<file path="src/rtl/dmem_lsu.sv">
// dmem_lsu: load/store unit driving a word-wide data memory port.
// Sub-word stores are done as read-modify-write (ACCESS reads, WRITE writes).
// Optional feature macro: DMEM_LSU_ALIGN_CHECK_EN
//   defined   -> misaligned half/word and size 11 return rsp_err_o=1, no write
//   undefined -> rsp_err_o=0, addresses aligned down, size 11 treated as word
//
// Handshake rules: a request transfers on a rising edge where req_valid_i and
// req_ready_o are both 1; a response transfers on a rising edge where
// rsp_valid_o and rsp_ready_i are both 1. The response holds its data until
// that transfer, and ready on either channel is ignored when valid is low.
module dmem_lsu #(
    parameter int N    = 32,
    parameter int ADDR = 10
) (
    input  logic            clk_i,
    input  logic            rst_i,
    input  logic            req_valid_i,
    output logic            req_ready_o,
    input  logic            req_we_i,
    input  logic [ADDR+1:0] req_addr_i,
    input  logic [1:0]      req_size_i,
    input  logic            req_unsigned_i,
    input  logic [N-1:0]    req_wdata_i,
    output logic            rsp_valid_o,
    input  logic            rsp_ready_i,
    output logic [N-1:0]    rsp_rdata_o,
    output logic            rsp_err_o,
    output logic [ADDR-1:0] dmem_addr_o,
    output logic [N-1:0]    dmem_st_data_o,
    output logic            dmem_st_en_o,
    input  logic [N-1:0]    dmem_ld_data_i,
    output logic [1:0]      dbg_state_o
);

    typedef enum logic [1:0] {
        S_IDLE   = 2'd0,
        S_ACCESS = 2'd1,
        S_WRITE  = 2'd2,
        S_RESP   = 2'd3
    } state_t;

    localparam logic [1:0] SZ_BYTE = 2'b00;
    localparam logic [1:0] SZ_HALF = 2'b01;
    localparam logic [1:0] SZ_WORD = 2'b10;

    state_t          state;
    state_t          next_state;

    logic            q_we;
    logic [1:0]      q_lane;
    logic [1:0]      q_size;
    logic            q_uns;
    logic            q_err;
    logic [N-1:0]    q_wdata;
    logic [ADDR-1:0] addr_q;
    logic [N-1:0]    merge_q;
    logic [N-1:0]    rdata_q;
    logic            err_q;

    logic [ADDR+1:0] cap_addr;
    logic [1:0]      cap_size;
    logic            cap_err;
    logic [7:0]      ld_byte;
    logic [15:0]     ld_half;
    logic [N-1:0]    ld_ext;
    logic [N-1:0]    merge;
    logic            st_en_raw;
    logic [N-1:0]    st_data;

    // Normalise the incoming request: flag errors, or align/legalise silently
    always_comb begin
        cap_addr = req_addr_i;
        cap_size = req_size_i;
        cap_err  = 1'b0;
`ifdef DMEM_LSU_ALIGN_CHECK_EN
        cap_err = (req_size_i == 2'b11) ||
                  (req_size_i == SZ_HALF && req_addr_i[0]) ||
                  (req_size_i == SZ_WORD && req_addr_i[1:0] != 2'b00);
`else
        if (req_size_i == 2'b11) cap_size = SZ_WORD;
        if (cap_size == SZ_HALF) cap_addr[0] = 1'b0;
        if (cap_size == SZ_WORD) cap_addr[1:0] = 2'b00;
`endif
    end

    // Lane extraction and extension of the memory word for loads
    always_comb begin
        ld_byte = dmem_ld_data_i[8*q_lane +: 8];
        ld_half = q_lane[1] ? dmem_ld_data_i[31:16] : dmem_ld_data_i[15:0];
        case (q_size)
            SZ_BYTE: ld_ext = q_uns ? {24'h0, ld_byte} : {{24{ld_byte[7]}}, ld_byte};
            SZ_HALF: ld_ext = q_uns ? {16'h0, ld_half} : {{16{ld_half[15]}}, ld_half};
            default: ld_ext = dmem_ld_data_i;
        endcase
    end

    // Merge word for sub-word stores: current memory word with one lane replaced
    always_comb begin
        merge = dmem_ld_data_i;
        if (q_size == SZ_BYTE) merge[8*q_lane +: 8] = q_wdata[7:0];
        else if (q_size == SZ_HALF) merge[16*q_lane[1] +: 16] = q_wdata[15:0];
    end

    // State register
    always_ff @(posedge clk_i) begin
        if (rst_i) state <= S_IDLE;
        else       state <= next_state;
    end

    // Next-state and memory write strobe
    always_comb begin
        next_state = state;
        st_en_raw  = 1'b0;
        st_data    = '0;
        case (state)
            S_IDLE: begin
                if (req_valid_i) next_state = S_ACCESS;
            end
            S_ACCESS: begin
                if (q_err || !q_we) begin
                    next_state = S_RESP;
                end else if (q_size == SZ_WORD) begin
                    st_en_raw  = 1'b1;
                    st_data    = q_wdata;
                    next_state = S_RESP;
                end else begin
                    next_state = S_WRITE;
                end
            end
            S_WRITE: begin
                st_en_raw  = 1'b1;
                st_data    = merge_q;
                next_state = S_RESP;
            end
            S_RESP: begin
                if (rsp_ready_i) next_state = S_IDLE;
            end
            default: next_state = S_IDLE;
        endcase
    end

    // Request capture, load result / merge word registration
    always_ff @(posedge clk_i) begin
        if (rst_i) begin
            q_we    <= 1'b0;
            q_lane  <= 2'b00;
            q_size  <= SZ_BYTE;
            q_uns   <= 1'b0;
            q_err   <= 1'b0;
            q_wdata <= '0;
            addr_q  <= '0;
            merge_q <= '0;
            rdata_q <= '0;
            err_q   <= 1'b0;
        end else begin
            case (state)
                S_IDLE: begin
                    if (req_valid_i) begin
                        q_we    <= req_we_i;
                        q_lane  <= cap_addr[1:0];
                        q_size  <= cap_size;
                        q_uns   <= req_unsigned_i;
                        q_err   <= cap_err;
                        q_wdata <= req_wdata_i;
                        addr_q  <= cap_addr[ADDR+1:2];
                    end
                end
                S_ACCESS: begin
                    rdata_q <= (!q_err && !q_we) ? ld_ext : '0;
                    err_q   <= q_err;
                    merge_q <= merge;
                end
                default: ;
            endcase
        end
    end

    assign req_ready_o    = (state == S_IDLE) && !rst_i;
    assign rsp_valid_o    = (state == S_RESP);
    assign rsp_rdata_o    = rdata_q;
    assign rsp_err_o      = err_q;
    assign dmem_addr_o    = addr_q;
    assign dmem_st_en_o   = st_en_raw && !rst_i;
    assign dmem_st_data_o = rst_i ? '0 : st_data;
    assign dbg_state_o    = state;

endmodule

</file>
<file path="config.mk">
export PLATFORM = sky130hd
export DESIGN_NAME = dmem_lsu
export DESIGN_NICKNAME = d
export VERILOG_FILES = /design/src/rtl/dmem_lsu.sv
export SDC_FILE = /design/constraint.sdc
export NUM_CORES = 1
export LEC_CHECK = 0
export ABC_AREA = 1
export CORE_ASPECT_RATIO = 1.75
export CORE_UTILIZATION = 53
export CTS_CLUSTER_DIAMETER = 150
export DETAILED_ROUTE_END_ITERATION = 12
export PLACE_DENSITY_LB_ADDON = 0.3
export SYNTH_ARGS = -nofsm -noshare
export SYNTH_HDL_FRONTEND = slang
export SYNTH_SLANG_ARGS = --single-unit
</file>
<file path="constraint.sdc">
create_clock -name clk_i -period 5.44 [get_ports clk_i]
set_input_delay 1.088 -clock clk_i [delete_from_list [all_inputs] [get_ports clk_i]]
set_output_delay 1.088 -clock clk_i [all_outputs]
set_load 0.02 [all_outputs]
</file>
Word level (Yosys, flattened, before mapping)
Index checks and enable logic that the tools add are counted.
{"block": "op_classes", "n_eq_ne": 10, "muxes": 24, "addsub": 2, "shift": 5, "reduce_logical": 7}
{"op": "2-to-1 mux 32 bit", "n": 8}
{"op": "case mux 32 bit (2 select lines)", "n": 2}
{"op": "negation 5 -> 34 bit", "n": 2}
{"op": "bitwise mux 32 bit", "n": 2}
{"op": "variable shift 16 x 34 -> 32 bit, first input constant", "n": 1}
{"op": "variable shift 8 x 34 -> 32 bit, first input constant", "n": 1}
{"op": "variable part select 16 x 34 -> 32 bit", "n": 1}
{"op": "variable part select 8 x 34 -> 32 bit", "n": 1}
{"op": "variable part select 32 x 6 -> 8 bit", "n": 1}
{"op": "2-to-1 mux 16 bit", "n": 1}
{"op": "== test 2 bit, second input constant", "n": 5}
{"op": "2-to-1 mux 2 bit", "n": 4}
{"op": "case mux 2 bit (4 select lines)", "n": 1}
{"op": "== test 2 x 1 -> 1 bit, second input constant", "n": 3}
{"op": "2-to-1 mux 1 bit", "n": 5}
{"op": "zero test 2 bit", "n": 2}
{"op": "AND reduction 2 bit", "n": 2}
{"op": "logical AND 1 bit", "n": 2}
{"op": "inequality test 2 x 1 -> 1 bit, second input constant", "n": 1}
{"op": "inequality test 2 bit, second input constant", "n": 1}
{"op": "case mux 1 bit (2 select lines)", "n": 1}
{"op": "zero test 1 bit", "n": 1}
{"block": "word_totals", "wordCells": 57, "inputBits": 84, "reg_bits": 114, "output_inout_bits": 80}

Logic depth before layout (Yosys ltp)
{"block": "depth", "depth_word": 5, "depth_mapped": 10, "depth_no_buf": 9}

Worst setup path before layout
No wires, ideal clock.
{"block": "synth_path", "path_type": "register to output", "from": "reg state[0] (netlist: dbg_state_o[0])", "to": "out dmem_st_data_o[10]", "path_buffers": 2, "required_ns": 4.352, "setup_slack_ns": 2.490, "t_arrival_ns": 1.862, "stages_incl_launch_ff": 8, "cell_sequence": "dfxtp_1 > ha_1 > buf_2 > inv_2 > nor4_4 > buf_2 > a22oi_1 > nor2_1"}
{"block": "synth_via", "elab_chain_cells": 3, "elab_cells_between_ends": 4, "cone_classes": "2 x eq/ne; 2 x mux"}
{"item": "start, declared", "line_no": "46", "source": "state_t state;"}
{"item": "start signal, assigned", "line_no": "107", "source": "else state <= next_state;"}
{"item": "== test 2 bit / == test 2 x 1 -> 1 bit (equally long branches)", "line_no": "115", "source": "case (state)"}
{"item": "case mux 32 bit (2 select lines) *", "line_no": "115"}
{"item": "2-to-1 mux 32 bit *", "line_no": "184", "source": "assign dmem_st_data_o = rst_i ? '0 : st_data;"}
{"item": "end, declared", "line_no": "29", "source": "output logic [N-1:0] dmem_st_data_o,"}
Every way passes the cells marked *; elsewhere a longest branch is shown, timed or not.

Worst setup path after layout
{"block": "layout_path", "from": "reg state[0] (netlist: dbg_state_o[0])", "to": "out dmem_st_data_o[4]"}
The elaborated chain is that of the path after synthesis.

==> summary.md <==
| Metric | Value |
|---|---|
| Post-route setup slack | 1.454 ns |
| Layout area overhead | 35.96% |
| WP data arrival | 2.90 ns |
| Initial Util | 54.80% |
| Post-synth EDFFs | 0 |
| Max Root-Sink Buffers | 2 |
| Placed insts | 1141 |
| Most used DFF post-synth | dfxtp_1 |
| Critical Setup Path Class | flop to output port |
| R2R setup slack | 2.73 ns |
| DP HPWL | 14500 um |
| Relative slew slack | 26.92% |
| Dpl ws | 1.667 ns |
| Actual slew at the worst max-slew pin | 1.096 ns |
| CTS Hold Buffers Added | 0 |
| Vias in the first global route | 6475 |
| Fin crit period | 3.986 ns |
| Crit path max fanout | 29 |
| Outcome | finished clean |
| Max-Cap Viols | 0 |
| Util after Layout | 74.51% |
| Count of cell types in the netlist | 34 |
| Warnings from Yosys | 0 |
| CTS root buffer | clkbuf_16 |
| Setup Fix Bufs, Post-CTS | 0 |
| DRT Pass-1 Iters | 6 |
| Share of cells above drive strength 1 | 6.442% |
| Cell Area, Synth | 6120 um^2 |
| Via count | 6860 |
| R2r endpoint | q_size[0] |
| IO buf count | 162 |
| Die width | 83.23 um |
| FFs w/ async S/R, synth | 0% |
| Unrepaired setup endpoints after global routing | false |
| Largest net degree at the start of global routing | 78 |
| Maximum clock rate | 250.9 MHz |
| Final number of max-transition violations | 0 |
| WL met1 | 7566 um |
| Endpoints failing hold | 0 |
| Metal3 WL | 1336 um |
| Mapped Avg Cell Area | 6.777 um^2 |
| Clk slew on worst S/H paths | 0.05 ns |
| Cts bufs inserted | 17 |
| Sink Count | 114 |
| Min-Delay Path Class | flop to flop |
| GRT Overall Usage | 33.95% |
| Post_cts resized | 0 |
| Routed wire length | 20630 um |
| Met2 WL post-DR | 10420 um |
| CTS tree | done |
| Synthesized instance count | 903 |
| First-pass GRT wire length | 31880 um |
| Peak VDD IR | 0.4976 mV |
| IO Count | 164 |
| Crit path capture | dmem_st_data_o[4] |
| Die ar. | 12000 um^2 |
| Post-DRT Antenna Nets | 0 |
| Reg2Reg Depth | 7 |
| Setup Skew | 0.01051 ns |
| Setup TNS Final | 0 ns |
| CORE AREA | 11170 um^2 |
| Final global-route overflow total | 0 |
| DRC | 0 |
| # diodes | 0 |
| # setup viols final | 0 |
| CP Data Required Time | 4.35 ns |
| CP endpoint kind | output port |
| CP startpoint kind | flop |
| Nets | 1122 |
| Htree depth | 4 |
| PwrDens | 483.1 nW/um^2 |
| DR WL/cell | 17.60 um |
| Hold path start | rsp_rdata_o[17] |
| Worst-Skew Late Latency | 0.42 ns |
| Final period util | 73.26% |
| GP Congestion | 0.9606 |
| Iter 0 DRT Violations | 529 |
| Sequential share of the synthesized area | 37.29% |
| DIE HEIGHT | 144.1 um |
| R2r startpoint | dbg_state_o[0] |
| Top sig layer | met4 |
| Final Non-Filler Cells | 1172 |
| DR vias/cell | 5.853 |
| Initial antenna violation count | 0 |
| P_leak | 3.139 nW |
| Syn_nets | 997 |
| CP startpoint | dbg_state_o[0] |
| Num rows | 51 |
| Flops & latches, synth | 114 |
| # fillers | 913 |
## synthesized netlist by cell type, types with 2 or more instances
| library cell | n | share of area (%) |
|---|---|---|
| clkinv_1 | 3 | 0.18 |
| nor2_1 | 113 | 6.9 |
| a21oi_1 | 128 | 10 |
| nand2_1 | 178 | 11 |
| o211ai_1 | 16 | 2.0 |
| buf_2 | 13 | 1.1 |
| a22oi_1 | 33 | 4.0 |
| dfxtp_1 | 114 | 37 |
| nand2_2 | 3 | 0.31 |
| nand3_1 | 13 | 1.1 |
| ha_1 | 10 | 2.0 |
| o2111ai_1 | 7 | 1.0 |
| inv_1 | 45 | 2.8 |
| o21ai_1 | 4 | 0.33 |
| o21ai_0 | 117 | 9.6 |
| clkbuf_1 | 43 | 2.6 |
| buf_1 | 2 | 0.12 |
| buf_4 | 5 | 0.61 |
| buf_6 | 3 | 0.55 |
| o22ai_1 | 24 | 2.5 |
| inv_2 | 8 | 0.49 |
| or2_2 | 7 | 0.72 |
| nor2_4 | 2 | 0.37 |
| nand3_4 | 2 | 0.57 |
## logic make-up after synthesis
logic type / share of synthesized area, %
AO/OA/AOI/OAI: 30.48
buffers and inverters: 8.424
adder cells (fa/ha/maj): 2.045
other: 0.06128
flip-flops: 37.29
AND/OR/NAND/NOR: 21.69
## state kept, by name, summed over array words and instances, names as in the netlist
register / cells
merge_q: 32
q_wdata: 32
rsp_rdata_o: 32
dmem_addr_o: 10
dbg_state_o: 2
q_lane: 2
q_size: 2
q_uns: 1
q_we: 1
## worst max-delay path, stage by stage, from the launching register on
cell             delay [ns]
dfxtp_1                0.36
inv_1                  0.13
ha_1                   0.90
buf_4                  0.29
a22oi_1                0.09
nor2_1                 0.11
clkdlybuf4s50_1        0.61
## cells in the final DEF, fill, tap and decap left out, drive strengths merged
master and instances:
o22ai 24, clkinvlp 1, buf 10, o211ai 16, clkbuf 21, a22oi 33, nor3 1, nor4 2
ha 10, clkinv 7, a32oi 1, bufinv 5, dfxtp 114, o21bai 1, a21oi 128, nand3 15
conb 1, nor2 116, nand2 181, clkdlybuf4s50 162, o31ai 1, or2 7, o21ai 122, inv 53
a211oi 1, o2111ai 7
## area by class of cell
cell class / instances / area [um^2] / area share [%]
clock buffers: 21 / 460.4 / 5.534
clock inverters: 10 / 181.4 / 2.180
inverters: 56 / 210.2 / 2.526
multi-input cells: 667 / 3324 / 39.95
flip-flops and latches: 114 / 2282 / 27.43
well taps: 132 / 165.2 / 1.985
repair buffers: 172 / 1697 / 20.39
## metrics by stage
step / hold slack (ns) / area, um^2 / power (mW)
2_1_floorplan: 0.4458 / 6120 / 2.248
3_3_place_gp: 0.4505 / 7679 / 2.739
3_5_place_dp: 0.4562 / 7679 / 2.766
4_1_cts: 0.4646 / 8320 / 3.997
5_1_grt: 0.4828 / 8320 / 4.234
6_report: 0.4600 / 8320 / 4.020
## how the worst min path moves through the flow
stage,to,slack [ns],depth (start not counted)
after global routing,rsp_rdata_o[25],0.48,2
after detailed placement,rsp_rdata_o[17],0.46,2
after CTS,rsp_rdata_o[17],0.46,2
after global placement,rsp_rdata_o[21],0.45,2
after floorplan,merge_q[0],0.45,2
final,rsp_rdata_o[17],0.46,2
## per-layer routing
metal / vias up / global-route usage (%)
met1: 3110 / 36.20
met2: 341 / 60.48
met4: 0 / 23.41
li1: 3324 / -
met3: 85 / 6.336
met5: - / 0
## where the power goes
| part | total [mW] | internal [mW] | leakage [nW] | switching (mW) |
|---|---|---|---|---|
| Clock | 1.22 | 0.832 | 0.313 | 0.393 |
| Combinational | 1.56 | 0.559 | 1.89 | 0.997 |
| Sequential | 1.24 | 1.08 | 0.937 | 0.159 |
| Total | 4.02 | 2.47 | 3.14 | 1.55 |
No activity file was read; power rests on OpenSTA's default activity.
